<file path="src/rtl/seg_mmio.sv">
// seg_mmio: bus front end for the 16-digit seven-segment display driver.
// The CPU writes shadow registers over a single-outstanding req/ack bus.
// A commit, or AUTO mode, copies the shadows onto the live display words.
// Optional feature macro SEG_MMIO_BCD_EN adds a sequential double-dabble
// binary-to-BCD converter at register 0x0C. Without the macro, 0x0C is
// treated as an unmapped address.
module seg_mmio #(
    parameter int unsigned CONV_BITS = 14
) (
    input  logic        clk,
    input  logic        rst,
    input  logic        req,
    input  logic        we,
    input  logic [4:0]  addr,
    input  logic [31:0] wdata,
    input  logic [3:0]  wstrb,
    output logic [31:0] rdata,
    output logic        ack,
    output logic [15:0] data_A,
    output logic [15:0] data_B,
    output logic [15:0] data_C,
    output logic [15:0] data_D
);

    typedef enum logic [1:0] {
        ST_IDLE = 2'd0,
        ST_ACK  = 2'd1
`ifdef SEG_MMIO_BCD_EN
        ,
        ST_CONV = 2'd2
`endif
    } state_t;

    state_t      state_q, state_d;
    logic [31:0] shd_ab_q, shd_ab_d;
    logic [31:0] shd_cd_q, shd_cd_d;
    logic        auto_q, auto_d;
    logic [15:0] live_a_q, live_a_d;
    logic [15:0] live_b_q, live_b_d;
    logic [15:0] live_c_q, live_c_d;
    logic [15:0] live_d_q, live_d_d;
    logic [31:0] rdata_q, rdata_d;
    logic [31:0] read_mux;
    logic        bcd_write;
    logic        unused_ok;

`ifdef SEG_MMIO_BCD_EN
    localparam int unsigned CNT_W = $clog2(CONV_BITS + 1);

    logic [CONV_BITS-1:0] bin_q, bin_d;
    logic [CONV_BITS-1:0] bin_shift;
    logic [15:0]          bcd_q, bcd_d;
    logic [15:0]          bcd_adj;
    logic [15:0]          bcd_shift;
    logic [15:0]          bcd_result;
    logic [CNT_W-1:0]     cnt_q, cnt_d;
    logic [1:0]           tgt_q, tgt_d;
    logic                 sat_q, sat_d;

    // Double-dabble step: add 3 to every digit >= 5, then shift in the next operand bit.
    always_comb begin
        bcd_adj = bcd_q;
        for (int i = 0; i < 4; i++) begin
            if (bcd_q[4*i +: 4] >= 4'd5) begin
                bcd_adj[4*i +: 4] = bcd_q[4*i +: 4] + 4'd3;
            end
        end
        bcd_shift  = {bcd_adj[14:0], bin_q[CONV_BITS-1]};
        bin_shift  = bin_q << 1;
        bcd_result = sat_q ? 16'h9999 : bcd_shift;
    end

    assign bcd_write = we && (addr[4:2] == 3'd3);
    assign unused_ok = ^{addr[1:0], bcd_adj[15]} ^ (CONV_BITS == 0);
`else
    assign bcd_write = 1'b0;
    assign unused_ok = ^addr[1:0] ^ bcd_write ^ (CONV_BITS == 0);
`endif

    // Read data mux; the BCD register and unmapped addresses read as zero.
    always_comb begin
        read_mux = 32'h0;
        case (addr[4:2])
            3'd0:    read_mux = shd_ab_q;
            3'd1:    read_mux = shd_cd_q;
            3'd2:    read_mux = {30'b0, auto_q, 1'b0};
            default: read_mux = 32'h0;
        endcase
    end

    // Next-state and register-update logic for the bus FSM and converter.
    always_comb begin
        state_d  = state_q;
        shd_ab_d = shd_ab_q;
        shd_cd_d = shd_cd_q;
        auto_d   = auto_q;
        live_a_d = live_a_q;
        live_b_d = live_b_q;
        live_c_d = live_c_q;
        live_d_d = live_d_q;
        rdata_d  = 32'h0;
`ifdef SEG_MMIO_BCD_EN
        bin_d    = bin_q;
        bcd_d    = bcd_q;
        cnt_d    = cnt_q;
        tgt_d    = tgt_q;
        sat_d    = sat_q;
`endif
        case (state_q)
            ST_IDLE: begin
                if (req) begin
                    if (bcd_write) begin
`ifdef SEG_MMIO_BCD_EN
                        bin_d   = wdata[CONV_BITS-1:0];
                        sat_d   = 32'(wdata[CONV_BITS-1:0]) > 32'd9999;
                        tgt_d   = wdata[17:16];
                        bcd_d   = 16'h0;
                        cnt_d   = '0;
                        state_d = ST_CONV;
`endif
                    end else begin
                        state_d = ST_ACK;
                        if (we) begin
                            case (addr[4:2])
                                3'd0: begin
                                    for (int b = 0; b < 4; b++) begin
                                        if (wstrb[b]) shd_ab_d[8*b +: 8] = wdata[8*b +: 8];
                                    end
                                    if (auto_q && (|wstrb[1:0])) live_a_d = shd_ab_d[15:0];
                                    if (auto_q && (|wstrb[3:2])) live_b_d = shd_ab_d[31:16];
                                end
                                3'd1: begin
                                    for (int b = 0; b < 4; b++) begin
                                        if (wstrb[b]) shd_cd_d[8*b +: 8] = wdata[8*b +: 8];
                                    end
                                    if (auto_q && (|wstrb[1:0])) live_c_d = shd_cd_d[15:0];
                                    if (auto_q && (|wstrb[3:2])) live_d_d = shd_cd_d[31:16];
                                end
                                3'd2: begin
                                    if (wstrb[0]) begin
                                        auto_d = wdata[1];
                                        if (wdata[0]) begin
                                            live_a_d = shd_ab_q[15:0];
                                            live_b_d = shd_ab_q[31:16];
                                            live_c_d = shd_cd_q[15:0];
                                            live_d_d = shd_cd_q[31:16];
                                        end
                                    end
                                end
                                default: ;
                            endcase
                        end else begin
                            rdata_d = read_mux;
                        end
                    end
                end
            end
            ST_ACK: begin
                state_d = ST_IDLE;
            end
`ifdef SEG_MMIO_BCD_EN
            ST_CONV: begin
                bcd_d = bcd_shift;
                bin_d = bin_shift;
                cnt_d = cnt_q + CNT_W'(1);
                if (cnt_q == CNT_W'(CONV_BITS - 1)) begin
                    state_d = ST_ACK;
                    case (tgt_q)
                        2'd0: begin
                            shd_ab_d[15:0] = bcd_result;
                            if (auto_q) live_a_d = bcd_result;
                        end
                        2'd1: begin
                            shd_ab_d[31:16] = bcd_result;
                            if (auto_q) live_b_d = bcd_result;
                        end
                        2'd2: begin
                            shd_cd_d[15:0] = bcd_result;
                            if (auto_q) live_c_d = bcd_result;
                        end
                        default: begin
                            shd_cd_d[31:16] = bcd_result;
                            if (auto_q) live_d_d = bcd_result;
                        end
                    endcase
                end
            end
`endif
            default: state_d = ST_IDLE;
        endcase
    end

    // State and register flops with synchronous reset that also aborts a conversion.
    always_ff @(posedge clk) begin
        if (rst) begin
            state_q  <= ST_IDLE;
            shd_ab_q <= 32'h0;
            shd_cd_q <= 32'h0;
            auto_q   <= 1'b0;
            live_a_q <= 16'h0;
            live_b_q <= 16'h0;
            live_c_q <= 16'h0;
            live_d_q <= 16'h0;
            rdata_q  <= 32'h0;
`ifdef SEG_MMIO_BCD_EN
            bin_q    <= '0;
            bcd_q    <= 16'h0;
            cnt_q    <= '0;
            tgt_q    <= 2'd0;
            sat_q    <= 1'b0;
`endif
        end else begin
            state_q  <= state_d;
            shd_ab_q <= shd_ab_d;
            shd_cd_q <= shd_cd_d;
            auto_q   <= auto_d;
            live_a_q <= live_a_d;
            live_b_q <= live_b_d;
            live_c_q <= live_c_d;
            live_d_q <= live_d_d;
            rdata_q  <= rdata_d;
`ifdef SEG_MMIO_BCD_EN
            bin_q    <= bin_d;
            bcd_q    <= bcd_d;
            cnt_q    <= cnt_d;
            tgt_q    <= tgt_d;
            sat_q    <= sat_d;
`endif
        end
    end

    assign ack    = (state_q == ST_ACK);
    assign rdata  = rdata_q;
    assign data_A = live_a_q;
    assign data_B = live_b_q;
    assign data_C = live_c_q;
    assign data_D = live_d_q;

endmodule

</file>
<file path="config.mk">
export PLATFORM = sky130hd
export DESIGN_NAME = seg_mmio
export DESIGN_NICKNAME = d
export VERILOG_FILES = /design/src/rtl/seg_mmio.sv
export SDC_FILE = /design/constraint.sdc
export NUM_CORES = 1
export LEC_CHECK = 0
export CAP_MARGIN = 30
export CELL_PAD_IN_SITES_DETAIL_PLACEMENT = 1
export CELL_PAD_IN_SITES_GLOBAL_PLACEMENT = 1
export CORE_MARGIN = 8
export CORE_UTILIZATION = 30
export CTS_CLUSTER_SIZE = 40
export DETAILED_ROUTE_END_ITERATION = 10
export GPL_TIMING_DRIVEN = 0
export PLACE_DENSITY_LB_ADDON = 0.1
export SLEW_MARGIN = 20
export SYNTH_ARGS = -nofsm -noshare
export SYNTH_HDL_FRONTEND = slang
export SYNTH_SLANG_ARGS = --single-unit
</file>
<file path="constraint.sdc">
create_clock -name clk -period 2.82 [get_ports clk]
set_input_delay 0.282 -clock clk [delete_from_list [all_inputs] [get_ports clk]]
set_output_delay 0.282 -clock clk [all_outputs]
set_load 0.02 [all_outputs]
</file>
Word-level counts from Yosys, hierarchy flattened. Cells that the tools add are included.

Register bits after elaboration: 162. Input port bits: 45. Output and inout bits: 97. Word-level logic and storage cells: 61.

Equal/unequal tests: 8. Multiplexer cells: 25. Bitwise operators: 2. Reductions and logical operators: 17.

Operators by type and width (number): two-way mux 16 bit (12); one-hot mux 16 bit (2 select lines) (4); one-hot mux 32 bit (3 select lines) (1); two-way mux 8 bit (8); AND reduction 7 bit (4); inequality test 2 bit, second input constant (6); AND reduction 4 bit (2); OR reduction 2 bit (3); AND reduction 5 bit (1); nonzero test 2 bit (2); OR reduction 4 bit (1); == test 3 x 1 -> 1 bit, second input constant (1); == test 3 x 2 -> 1 bit, second input constant (1); logical NOT 3 bit (1); logical AND 1 bit (2); logical NOT 2 bit (1); inverter 1 bit (2).

Depth between registers and ports, before layout. Gate-level depths: netlist of the first run.

Depth in word-level cells: 4. Gate-level depth with buffers: 6. Mapped depth without buffers: 4.

Worst setup path before layout of the first run. No wires, ideal clock.

Path kind: register to register. Start point: register state_q[0]. End point: register live_b_q[10] (netlist: data_B[10]). Library setup time: 0.134 ns. Arrival: 1.504 ns. Data required time: 2.686 ns. Setup slack: 1.182 ns. Stages on the path, launching flop included: 7. Buffers on the path: 2. Period minus slack after synthesis: 1.638 ns. Path through: dfxtp_1 nand2b_1 nor4b_4 and2_1 buf_2 buf_2 a211oi_1.

Word-level cells in the longest chain between the ends: 2.

Ends and longest elaborated chain: start, declared (RTL line 34) `state_t state_q, state_d;`; start signal, assigned (RTL line 213) `state_q <= state_d;`; logical NOT 2 bit (RTL line 109) `case (state_q)`; AND reduction 7 bit (no line); end signal, assigned (RTL line 218) `live_b_q <= live_b_d;`; end, declared (RTL line 39) `logic [15:0] live_b_q, live_b_d;`.

Every way passes these cells. A chain may end at the register's enable or synchronous reset.

Worst setup path after layout of the first run.
Start point: input port wstrb[2]. End point: register live_b_q[6] (netlist: data_B[6]).

Word-level cells in the longest chain between the ends: 4. Elaborated cells between the ends (all ways): 7. Those cells by class: eq/ne: 1; mux: 3; reduce/logical: 3.

Ends and longest elaborated chain: start, declared (RTL line 16) `input logic [3:0] wstrb,`; OR reduction 2 bit (RTL line 130) `if (auto_q && (|wstrb[3:2])) live_b_d = shd_ab_d[31:16];`; logical AND 1 bit (RTL line 130); inequality test 2 bit (no line); AND reduction 7 bit (no line).

Several ways; a longest one is shown, not always the timed one. The select of a mux whose other input is x is not followed.

==> results.toml, run 1 <==
[setup_path]
crit_family = "compound AO/OA/AOI/OAI gates"
slowest_delay_ps = 600
end_kind = "flop"
startpoint_type = "input pin"
critPathBufInv = 2
path_max_fanout = 10
critPathSlowestCell = "o21ai_1"
worstSetupPathType = "input pin to flop"
crit_required_ps = 3150
crit_path_frequent_cell = "o21ai_1"
worstPathArrival_ps = 2490
reg2reg_slack_ps = 700
path_cells = "clkdlybuf4s50_1, o21ai_1, o21ai_1, clkbuf_1, a21oi_1, a211oi_1"

[global_routing]
overflow = 0
grt_start_max_net_pins = 17
antenna_found_initial = 1
globalRouteTotalUtil = 0.174
grt_pass1_vias = 6191
grt_pass1_wl_mm = 35.8

[detailed_routing]
initialDrtViolationCount = 189
drtPass1Iterations = 4
drt-total-wl_mm = 23.1
viasPerCell = 4.98
num_vias = 5592
routedWlPerCell_um = 20.6
drc = 0
ant_nets = 0

[clocking]
cts_resized = 0
ctsHtreeMaxLevel = 4
clock-root-buffer = "clkbuf_16"
post-cts-setup-buffers = 0
path_clk_slew_ps = 60
cts_made_buffers = 17
clk_latency_ps = 430
cts_buffer_depth = 2
cts_tree = "done"
hold_buffers = 0
cts.sinks = 162

[die]
fp.dieH_um = 164
dieArea_um2 = 26800
core_um2 = 21600
rows = 54
die_w_um = 164
io_pins = 142
initial_core_util = 0.303

[yosys]
yosysWarnings = 0
synthMuxAreaShare = 0.147
synthesis.area_um2 = 6540
yosysSeqAreaShare = 0.496
netlist_instances = 673
synth_fp_nets = 718
yosys.area_share.simple = 0.146
synth-compound-area-share = 0.172
synth.distinct_cells = 34
synth_fa_ha_area_frac = 0
synth_area_per_cell_um2 = 9.72
ys_ff_latch = 162
synth_top_family_by_area = "compound AO/OA/AOI/OAI gates"
synth-xor-area-share = 0

[sta]
max_freq_ghz = 0.462
finalSetupTns_ps = 0
slew-limit-headroom = 0.351
setup_viol = 0
finalCritPeriodShare = 0.767
holdWs_ps = 358
finalCriticalPeriod_ps = 2160
hold_viol = 0
tightestPinTransition_ps = 974
slew_viol_final = 0
rsz0062_at_grt = "no"
skew_ps = 14.2

[run]
maxCapViolCount = 0

[power_and_ir_drop]
p_per_area_nw_per_um2 = 571
total_power_w = 0.00506
ir_drop_uv = 407
p_leak_nw = 3.55

[cells_and_area]
final_common_cell = "dfxtp_1"
nFillCells = 2464
drive_gt1_frac = 0.104
area_delta_synth_final_pct = 35.4
final_cell_mix = "dfxtp_1, clkdlybuf4s50_1, nor2_1"
fin_nets = 875
diodes = 0

[placed_design]
gp_congestion = 0.747
port-buffer-count = 138
dp_hpwl_mm = 17.0

[run_status]
status = "finished clean"

[hold_path]
min_path_type = "input pin to flop"
-- through the flow --
stage	cells	cell area [um^2]	setup WS [ps]	utilization
global placement	1091	8280	259	0.383
floorplan	673	6540	1180	-
detailed placement	1091	8280	223	0.383
CTS	1123	8860	667	0.410
finish	1123	8860	657	0.410
global route	1123	8860	446	0.410
-- cell usage after synthesis (all sizes together) --
library cell / count / area share
a211oi: 64 / 0.084
a21oi: 97 / 0.074
a221oi: 2 / 0.0080
a31oi: 1 / 0.00096
and2: 2 / 0.0019
and3: 32 / 0.031
buf: 27 / 0.025
clkbuf: 26 / 0.015
dfxtp: 162 / 0.50
inv: 1 / 0.00057
mux2i: 96 / 0.15
nand2: 5 / 0.0044
nand2b: 2 / 0.0019
nand3: 9 / 0.013
nand4b: 2 / 0.0050
nand4bb: 1 / 0.0017
nor2: 132 / 0.076
nor2b: 1 / 0.00096
nor3b: 1 / 0.0019
nor4b: 1 / 0.0036
nor4bb: 1 / 0.0015
o21ai: 5 / 0.0044
or2: 1 / 0.00096
or3b: 1 / 0.0013
or4: 1 / 0.0011
-- sequential cells by signal, summed over array words and instances, names as in the netlist --
register and cells:
data_D 16, shd_ab_q 32, state_q 1, data_A 16, rdata 32, auto_q 1, data_C 16, shd_cd_q 32
data_B 16
-- per-layer routing --
layer	routed length, um	global-route usage	part of all wire	up-vias
li1	-	-	-	2711
met1	10400	0.217	0.45	2715
met2	10900	0.292	0.47	138
met3	1450	0.0444	0.063	26
met4	356	0.0508	0.015	2
met5	13	0	0.00056	-
-- power breakdown --
group | total, W | internal (W) | switching (W)
combinational | 0.000409 | 0.000159 | 0.000250
clock | 0.00233 | 0.00131 | 0.00102
sequential | 0.00232 | 0.00231 | 0.0000135
-- area by class of cell --
type / count / area (um^2) / share of cell area
well taps: 280 / 350 / 0.0396
multi-input cells: 457 / 3040 / 0.343
flip-flops and latches: 162 / 3240 / 0.366
clock inverters: 15 / 156 / 0.0177
inverters: 1 / 3.75 / 0.000424
plain buffers: 53 / 259 / 0.0292
repair buffers: 138 / 1380 / 0.156
clock buffers: 17 / 425 / 0.0480
-- cells by family (layout without fill, tap and decap cells) --
kind of cell	count (synthesis)	after routing
compound gates	169	169
buf+inv	54	224
flops	162	162
mux	96	96
simple gates	192	192
-- worst paths after layout --
kind,startpoint,endpoint,cells past startpoint
max,wstrb[2],data_B[6],6
min,rst,rdata[1],3
max reg2reg,auto_q,data_B[6],5
min reg2reg,data_D[8],data_D[8],2
-- worst register-to-register path: cells and delay by family, from the launching register on --
kind,cells,cell delay (ps)
buf+inv,1,470
compound gates,4,1140
flops,1,410
(Power assumes the default switching activity.)
==> run 2: changes to the inputs <==
- clock period: 2.82 -> 1.8 ns (I/O delays scaled with it)
==> results.toml, run 2 (same netlist as run 1, synthesis figures left out) <==
[run_status]
status = "complete, but fails checks"
violations = "setup timing"

[sta]
finalCriticalPeriod_ps = 1840
finalSetupTns_ps = -67.7
rsz0062_at_grt = "yes"
max_freq_ghz = 0.543
hold_viol = 0
finalCritPeriodShare = 1.02
slew-limit-headroom = 0.373
skew_ps = 17.3
holdWs_ps = 255
slew_viol_final = 0
worst_slack_ps = -42.6
tightestPinTransition_ps = 940
setup_viol = 4

[detailed_routing]
drtPass1Iterations = 4
routedWlPerCell_um = 20.5
drt-total-wl_mm = 23.3
initialDrtViolationCount = 195
num_vias = 5649
drc = 0
ant_nets = 0
viasPerCell = 4.99

[global_routing]
antenna_found_initial = 3
grt_start_max_net_pins = 17
overflow = 0
grt_pass1_vias = 6257
globalRouteTotalUtil = 0.174
grt_pass1_wl_mm = 35.9

[clocking]
clock-root-buffer = "clkbuf_16"
cts.sinks = 162
path_clk_slew_ps = 70
cts_made_buffers = 17
cts_buffer_depth = 2
ctsHtreeMaxLevel = 4
cts_tree = "done"
clk_latency_ps = 430

[die]
fp.dieH_um = 164
io_pins = 142
die_w_um = 164
dieArea_um2 = 26800
initial_core_util = 0.303
core_um2 = 21600
rows = 54

[placed_design]
place_area_um2 = 8280
port-buffer-count = 138
post-place-ws_ps = -695
dp_hpwl_mm = 17.0
gp_congestion = 0.747
dp.cells = 1091

[cells_and_area]
final_cell_mix = "dfxtp_1, clkdlybuf4s50_1, nor2_1"
nFillCells = 2459
final_common_cell = "dfxtp_1"
area_delta_synth_final_pct = 38.2
fin_nets = 884
final_cells = 1133
final_area_um2 = 9040
drive_gt1_frac = 0.133

[hold_path]
hp-start = "rst"
holdPathStages = 3
min_path_type = "input pin to flop"
hold_end = "rdata[1]"

[power_and_ir_drop]
p_leak_nw = 3.67
ir_drop_uv = 639
p_per_area_nw_per_um2 = 879

[setup_path]
end_kind = "flop"
timing.rr.start = "state_q[0]"
reg2regPathDepth = 5
worstPathArrival_ps = 2130
worstSetupPathType = "input pin to flop"
crit_required_ps = 2090
startpoint_type = "input pin"
path_max_fanout = 8
reg2reg_slack_ps = -10
regToRegEndpoint = "shd_ab_q[10]"

[run]
maxCapViolCount = 0
-- run 2: changes by cell type in the layout (fill, tap and decap cells not counted), sizes merged --
cell / before / now
buf: 27 / 36
clkdlybuf4s50: 138 / 136
diode: 0 / 1
dlygate4sd2: 0 / 1
dlymetal6s2s: 0 / 1
-- run 2: layout make-up --
cell class	instances	area [um^2]	area share
Antenna cell	1	2.50	0.000277
Buffer	52	312	0.0345
Clock buffer	17	425	0.0471
Clock inverter	15	156	0.0173
Inverter	1	3.75	0.000415
Multi-Input combinational cell	457	3090	0.342
Sequential cell	162	3240	0.359
Tap cell	280	350	0.0387
Timing Repair Buffer	148	1460	0.161
-- run 2: where the power goes --
| part | total [W] | internal [W] | switching (W) |
|---|---|---|---|
| clock network | 0.00365 | 0.00206 | 0.00159 |
| logic | 0.000665 | 0.000264 | 0.000401 |
| registers | 0.00364 | 0.00361 | 0.0000211 |
-- run 2: per-stage QoR --
| stage | total power [W] | util |
|---|---|---|
| floorplan | 0.00405 | - |
| global placement | 0.00435 | 0.383 |
| detailed placement | 0.00436 | 0.383 |
| CTS | 0.00802 | 0.414 |
| global route | 0.00822 | 0.418 |
| finish | 0.00795 | 0.418 |
-- run 2: how the worst max path moves through the flow --
stage / endpoint / startpoint / cells past startpoint
6_report: shd_ab_q[10] / we / 6
5_1_grt: shd_ab_q[10] / we / 6
4_1_cts: shd_cd_q[9] / addr[2] / 7
3_5_place_dp: data_B[14] / wstrb[3] / 7
3_3_place_gp: data_B[10] / wstrb[3] / 7
2_1_floorplan: data_B[10] / state_q[0] / 6
-- run 2: per-layer routing --
layer	GRT usage	wire, um
met4	0.0537	369
met1	0.216	10400
met2	0.291	11100
met3	0.0464	1330
met5	0	31
-- run 2: what timing repair did --
item / CTS / global route
hold buffers: 0 / 0
setup endpoints to repair: 84 / 135
pin swaps: 3 / 1
setup buffers: 7 / 3
gates resized for setup: 17 / 25
-- run 2: worst max-delay path: stages --
cell and delay, ps:
clkdlybuf4s50_1 580, nor4bb_1 290, buf_2 330, nand3_2 360, mux2i_1 310, nor2_1 80
==> run 3: changes to the inputs <==
- SLEW_MARGIN: 20 -> 0
==> results of run 3 <==
The final DEF is identical to that of run 2; final timing and power are the same.
